### src/rtl/if_stage.sv
// Instruction-fetch stage: owns the PC, runs the request/response handshake to
// instruction memory and fills the IF/ID register that feeds decode.
module if_stage #(
  parameter logic [31:0] RESET_PC  = 32'h0000_0000,
  parameter logic [31:0] NOP_INSTR = 32'h0000_0013
) (
  input  logic        clk,
  input  logic        reset,
  input  logic        stall,
  input  logic        redirect,
  input  logic [31:0] redirect_target,
  output logic        imem_req,
  output logic [31:0] imem_addr,
  input  logic        imem_rvalid,
  input  logic [31:0] imem_rdata,
  output logic [31:0] pc_out,
  output logic [31:0] if_id_pc,
  output logic [31:0] if_id_instr,
  output logic        if_id_valid
);

  typedef enum logic [1:0] {
    S_FETCH   = 2'd0,
    S_WAIT    = 2'd1,
    S_HOLD    = 2'd2,
    S_DISCARD = 2'd3
  } state_t;

  state_t      state_q, state_d;
  logic [31:0] pc_q, pc_d;
  logic [31:0] fetch_pc_q, fetch_pc_d;
  logic [31:0] hold_buf_q, hold_buf_d;
  logic        load_en;
  logic [31:0] load_word;
  logic [31:0] tgt;

  assign tgt       = redirect_target & ~32'h3;
  assign imem_req  = (state_q == S_FETCH) & ~redirect & reset;
  assign imem_addr = pc_q;
  assign pc_out    = pc_q;

  always_comb begin
    state_d    = state_q;
    pc_d       = pc_q;
    fetch_pc_d = fetch_pc_q;
    hold_buf_d = hold_buf_q;
    load_en    = 1'b0;
    load_word  = imem_rdata;
    case (state_q)
      S_FETCH: begin
        if (redirect) begin
          pc_d = tgt;
        end else begin
          fetch_pc_d = pc_q;
          state_d    = S_WAIT;
        end
      end
      S_WAIT: begin
        if (redirect) begin
          pc_d    = tgt;
          state_d = imem_rvalid ? S_FETCH : S_DISCARD;
        end else if (imem_rvalid && !stall) begin
          load_en = 1'b1;
          pc_d    = fetch_pc_q + 32'd4;
          state_d = S_FETCH;
        end else if (imem_rvalid) begin
          hold_buf_d = imem_rdata;
          state_d    = S_HOLD;
        end
      end
      S_HOLD: begin
        if (redirect) begin
          pc_d       = tgt;
          hold_buf_d = '0;
          state_d    = S_FETCH;
        end else if (!stall) begin
          load_en   = 1'b1;
          load_word = hold_buf_q;
          pc_d      = fetch_pc_q + 32'd4;
          state_d   = S_FETCH;
        end
      end
      default: begin
        // A response landing together with a fresh redirect still retires the
        // stale request, otherwise DISCARD would wait forever.
        if (redirect) begin
          pc_d    = tgt;
          state_d = imem_rvalid ? S_FETCH : S_DISCARD;
        end else if (imem_rvalid) begin
          state_d = S_FETCH;
        end
      end
    endcase
  end

  // IF/ID boundary
  always_ff @(posedge clk) begin
    if (!reset) begin
      state_q     <= S_FETCH;
      pc_q        <= RESET_PC;
      fetch_pc_q  <= '0;
      hold_buf_q  <= '0;
      if_id_valid <= 1'b0;
      if_id_instr <= NOP_INSTR;
      if_id_pc    <= '0;
    end else begin
      state_q    <= state_d;
      pc_q       <= pc_d;
      fetch_pc_q <= fetch_pc_d;
      hold_buf_q <= hold_buf_d;
      if (redirect) begin
        if_id_valid <= 1'b0;
        if_id_instr <= NOP_INSTR;
      end else if (!stall) begin
        if (load_en) begin
          if_id_valid <= 1'b1;
          if_id_instr <= load_word;
          if_id_pc    <= fetch_pc_q;
        end else begin
          if_id_valid <= 1'b0;
          if_id_instr <= NOP_INSTR;
        end
      end
    end
  end

endmodule

### config.mk
export PLATFORM = sky130hd
export DESIGN_NAME = if_stage
export DESIGN_NICKNAME = d
export VERILOG_FILES = /design/src/rtl/if_stage.sv
export SDC_FILE = /design/constraint.sdc
export NUM_CORES = 1
export LEC_CHECK = 0
export CAP_MARGIN = 20
export CORE_UTILIZATION = 45
export CTS_BUF_LIST = sky130_fd_sc_hd__clkbuf_4
export CTS_CLUSTER_SIZE = 16
export DETAILED_ROUTE_END_ITERATION = 8
export PLACE_DENSITY = 0.79
export SETUP_SLACK_MARGIN = 0.05
export SYNTH_ARGS = -nofsm -noshare
export SYNTH_HDL_FRONTEND = slang
export SYNTH_SLANG_ARGS = --single-unit
export TNS_END_PERCENT = 50
### constraint.sdc
create_clock -name clk -period 2.1 [get_ports clk]
set_clock_uncertainty 0.05 [all_clocks]
set_input_delay 0.21 -clock clk [delete_from_list [all_inputs] [get_ports clk]]
set_output_delay 0.21 -clock clk [all_outputs]
set_load 0.005 [all_outputs]
=== After elaboration in Yosys (flattened, before gate mapping) ===
Index checks and enable logic that the tools add are counted.

* Register bits: 163
* Latch bits: 0
* RAM bits: 0
* Bits in read-only memories: 0
* Bits of input ports: 69
* Output and inout bits: 130
* Word-level logic and storage cells: 64
* Memories: 0

* Add/sub/neg operators: 1
* Multiply operators: 0
* Divide/modulo/power cells: 0
* Magnitude comparators: 0
* Eq/ne operators: 10
* Shift operators: 0
* Muxes and demuxes: 29
* Bitwise operators: 5
* Reduce and logical (&&, ||, !) cells: 12

{| class="wikitable"
|+ Operators by type and width
! operator !! count
|-
| two-way mux 32 bit || 11
|-
| one-hot mux 32 bit (2 select lines) || 2
|-
| adder 32 x 3 -> 32 bit, second input constant || 1
|-
| two-way mux 2 bit || 9
|-
| != test 2 bit, second input constant || 5
|-
| != test 3 bit, second input constant || 2
|-
| one-hot mux 2 bit (3 select lines) || 1
|-
| AND reduction 3 bit || 2
|-
| two-way mux 1 bit || 5
|-
| AND reduction 5 bit || 1
|-
| nonzero test 5 bit || 1
|-
| != test 4 bit, second input constant || 1
|-
| AND reduction 4 bit || 1
|-
| NOT 1 bit || 3
|-
| nonzero test 3 bit || 1
|-
| bitwise AND 1 bit || 2
|-
| equality test 2 x 1 -> 1 bit, second input constant || 1
|-
| equality test 2 bit, second input constant || 1
|-
| logical NOT 2 bit || 1
|-
| one-hot mux 1 bit (2 select lines) || 1
|-
| AND reduction 2 bit || 1
|-
| nonzero test 2 bit || 1
|-
| OR reduction 2 bit || 1
|-
| logical AND 1 bit || 1
|-
| logical NOT 1 bit || 1
|}

=== Logic depth before layout (Yosys ltp) ===
* Word-level depth: 6
* Mapped depth: 10

=== Least setup slack after synthesis ===
No wires, ideal clock.

* Path kind: flip-flop to flip-flop
* From: register state_q[0]
* To: register if_id_instr[22]
* Setup time: 0.128 ns
* Arrival time: 1.826 ns
* Data required time: 1.922 ns
* Setup slack: 0.096 ns
* Stages on the path, launching flop included: 11
* Buffers on the path: 3
* Path through: dfxtp_1 > inv_1 > ha_1 > nand2b_1 > clkbuf_1 > or3_1 > buf_2 > buf_1 > nor2_1 > a21oi_1 > nor2_1

* Word-level cells in the longest chain between the ends: 3
* Elaborated cells on any way between the ends: 5
* Classes of those cells: 2 x eq/ne; 3 x mux

{| class="wikitable"
|+ RTL lines
! what !! line !! source
|-
| start, declared || 29 || <nowiki>state_t state_q, state_d;</nowiki>
|-
| start signal, assigned || 107 || <nowiki>state_q <= state_d;</nowiki>
|-
| equality test 2 bit or equality test 2 x 1 -> 1 bit (tied branches) || 49 || <nowiki>case (state_q)</nowiki>
|-
| one-hot mux 1 bit (2 select lines) or two-way mux 32 bit (tied branches) || 49 ||
|-
| two-way mux 32 bit (*) || 115 || <nowiki>if (load_en) begin</nowiki>
|-
| end signal, assigned || 117 || <nowiki>if_id_instr <= load_word;</nowiki>
|-
| end, declared || 18 || <nowiki>output logic [31:0] if_id_instr,</nowiki>
|}

Every way passes the cells marked *; elsewhere a longest branch is shown, timed or not.
A chain may end at the register's enable or synchronous reset.

=== Worst setup path after layout ===
* From: register state_q[0]
* To: output port imem_req

* Word-level cells in the longest chain between the ends: 3

{| class="wikitable"
|+ RTL lines
! what !! line !! source
|-
| logical NOT 2 bit || 38 || <nowiki>assign imem_req = (state_q == S_FETCH) & ~redirect & reset;</nowiki>
|-
| bitwise AND 1 bit (2 in series) || 38 ||
|-
| end, declared || 12 || <nowiki>output logic imem_req,</nowiki>
|}

No other way between the ends.

==> impl_metrics.yaml <==
power:
  power_density_nw_per_um2: 792
  power_mw: 7.75
  vdd_ir_drop_max_mv: 0.357
  power.leakage_nw: 3.33
critical_path:
  reg2reg_depth: 5
  worst_reg2reg_endpoint: "imem_addr[16]"
  crit_path_start_kind: "flop"
  cp.arrival_ns: 1.66
  reg2reg_from: "fetch_pc_q[13]"
  critPathMaxFanout: 4
  timing.setup.critical_path_class: "flop to output pin"
  ff2ff_setup_slack_ns: 0.19
  cp_data_required_time_ns: 1.84
  critPathCaptureType: "output pin"
clock_tree:
  cts_post_setup_buffers_inserted: 0
  clock_tree.htree_level_count: 4
  clock-root-buffer: "clkbuf_4"
  clk_transition_reported_paths_ns: 0.13
  clockBufferDepth: 2
  count_of_hold_buffers_inserted_by_post_cts_repair: 0
  cts_tree: "built"
  number_of_clock_sinks: 163
  worstSkewPairLatency_ns: 0.58
  total_cts_buffers: 17
worst_hold_path:
  min_delay_worst_type: "primary input to flop"
  timing.hold.worst_endpoint: "imem_addr[3]"
  hold_path_depth: 3
  hold_path.startpoint: "redirect_target[3]"
synthesis:
  ys_types: 47
  yosysWarnings: 0
  combinational_family_with_the_most_area_after_synthesis: "simple AND/OR/NAND/NOR gates"
  synth-seq-cells: 163
  synth_compound_area_frac: 0.173
  postSynthAreaPerCell_um2: 7.66
  post_synth_instance_area_um2: 7240
  post-synth-top-area-fraction: 0.451
  yosys.area_share.xor_xnor: 0.0314
  synth_cells: 946
  post-synth-top-count-cell: "nand2_1"
  seq_area_frac_synth: 0.451
  yosys-top-cells-count: "213 x nand2_1, 178 x a21oi_1, 163 x dfxtp_1"
  synth-adder-area-share: 0.00864
  synth_top_flop_cell: "dfxtp_1"
  synth_edf_count: 0
  synth_top_area_cell: "dfxtp_1"
  syn-num-nets: 1020
  synth-async-reset-ratio: 0
  synth.area.mux_share: 0.00829
  synth_top_cells_by_area: "dfxtp_1 45%, a21oi_1 12%, nand2_1 11%"
  synth-simple-area-share: 0.251
sta:
  setup_violations: 0
  relSlewSlack: 0.748
  fin_crit_sh: 0.915
  tns_ns: 0
  timing.final.crit_period_ns: 1.92
  worst_slew_pin_tran_ns: 0.378
  grt_setup_unrepaired: "false"
  fin_ws_ns: 0.179
  final_hold_viol_count: 0
  fmaxAchievable_ghz: 0.521
  final_max_slew_viols: 0
global_routing:
  grt_start_max_net_pins: 69
  grt_first_pass_wirelength_um: 32300
  first_global_vias: 6542
  antenna_found_initial: 1
  grt.total_usage: 0.250
  gr-total-overflow: 0
routing:
  drt.antenna.violating_nets: 0
  wl_per_cell_um: 15.2
  post-route-drc-count: 0
  post_drt_via_cell_ratio: 5.29
  vias: 7074
  first_pass_iters: 7
  drtIter0Drc: 607
  totalWireLength_um: 20300
floorplan:
  core_area_um2: 15800
  floorplan.die_area_um2: 16600
  die_w_um: 129
  initial_utilization: 0.459
  rows: 46
  die_y_um: 129
  number_of_ports_placed_on_the_die_boundary: 199
place:
  cell_count_after_placement: 1303
  place_hpwl_um: 13900
  port-buffer-count: 196
  gp_routability_congestion: 0.845
  pre_cts_ws_ns: 0.00701
finish:
  final_net_count: 1180
  share_of_cells_above_drive_strength_1: 0.0876
  post_layout_nonfiller_instances: 1336
  multi_input_area_um2: 3480
  seq_area_um2: 3260
  num-fill-cells: 1416
  syn2layout_area_growth_pct: 35.1
status:
  outcome: "finished, final reports clean"
run:
  max-cap-violations: 0
## metrics by stage
step | cell area (um2) | utilization | hold WS, ns
3_3_place_gp | 9410 | 0.597 | 0.388
5_1_grt | 9780 | 0.620 | 0.142
3_5_place_dp | 9410 | 0.597 | 0.394
2_1_floorplan | 7240 | - | 0.323
6_report | 9780 | 0.620 | 0.151
4_1_cts | 9750 | 0.618 | 0.121
## critical path, stage by stage, from the launching register on
cell and delay (ns):
dfxtp_1 0.33, inv_1 0.08, ha_2 0.21, inv_1 0.08
nor2_1 0.11, dlygate4sd2_1 0.29
## flip-flops by register name, indices dropped and copies added, names as in the netlist
signal and flops:
fetch_pc_q 32, state_q 2, if_id_instr 32, if_id_pc 32, if_id_valid 1, imem_addr 32
hold_buf_q 32
## repair_timing
item,in CTS,in global routing
gates resized for setup,2,8
pin swaps,0,0
setup endpoints to repair,7,43
## worst max-delay path by stage
stage | startpoint | end | slack (ns) | depth (start not counted)
2_1_floorplan | state_q[0] | if_id_instr[22] | 0.1 | 10
3_3_place_gp | imem_rvalid | imem_addr[18] | 0.05 | 5
3_5_place_dp | imem_rvalid | imem_addr[15] | 0.007 | 5
4_1_cts | state_q[0] | if_id_instr[28] | 0.03 | 8
5_1_grt | state_q[1] | state_q[0] | 0.006 | 8
6_report | state_q[0] | imem_req | 0.18 | 5
## power by group
group	total (mW)	internal [mW]	switching, mW	leakage, nW
clock network	2.16	1.09	1.07	0.176
registers	3.49	3.30	0.190	1.32
logic	2.10	0.985	1.11	1.84
## kinds of logic (layout without fill, tap and decap cells)
group | after synthesis | after routing
xor+xnor | 26 | 26
fa+ha+maj | 5 | 5
mux | 6 | 6
compound gates | 232 | 232
buf+inv | 110 | 283
simple gates | 404 | 404
other cells | 0 | 1
flops | 163 | 163
## cell type report
| cell class | count | area share |
|---|---|---|
| Multi-Input combinational cell | 673 | 0.356 |
| Inverter | 9 | 0.00358 |
| Antenna cell | 1 | 0.000256 |
| Timing Repair Buffer | 242 | 0.245 |
| Tap cell | 216 | 0.0276 |
| Sequential cell | 163 | 0.334 |
| Clock inverter | 12 | 0.0191 |
| Clock buffer | 20 | 0.0153 |
## per-layer routing
layer	vias to the layer above	wire length, um	track usage
met2	270	9600	0.410
met3	37	1350	0.0499
met5	-	0	0
met4	0	572	0.118
met1	3293	8820	0.315
li1	3474	-	-
## cell usage in the layout, fill, tap and decap left out, drive strengths merged, types with 20 or more instances in the layout
cell and instances:
nand3 26, dfxtp 163, clkdlybuf4s50 195, nand2 213, clkbuf 20, a21oi 178, buf 46, nor2 77
nor2b 36, xnor2 24
Note: power is estimated with default switching activity, not from simulation.
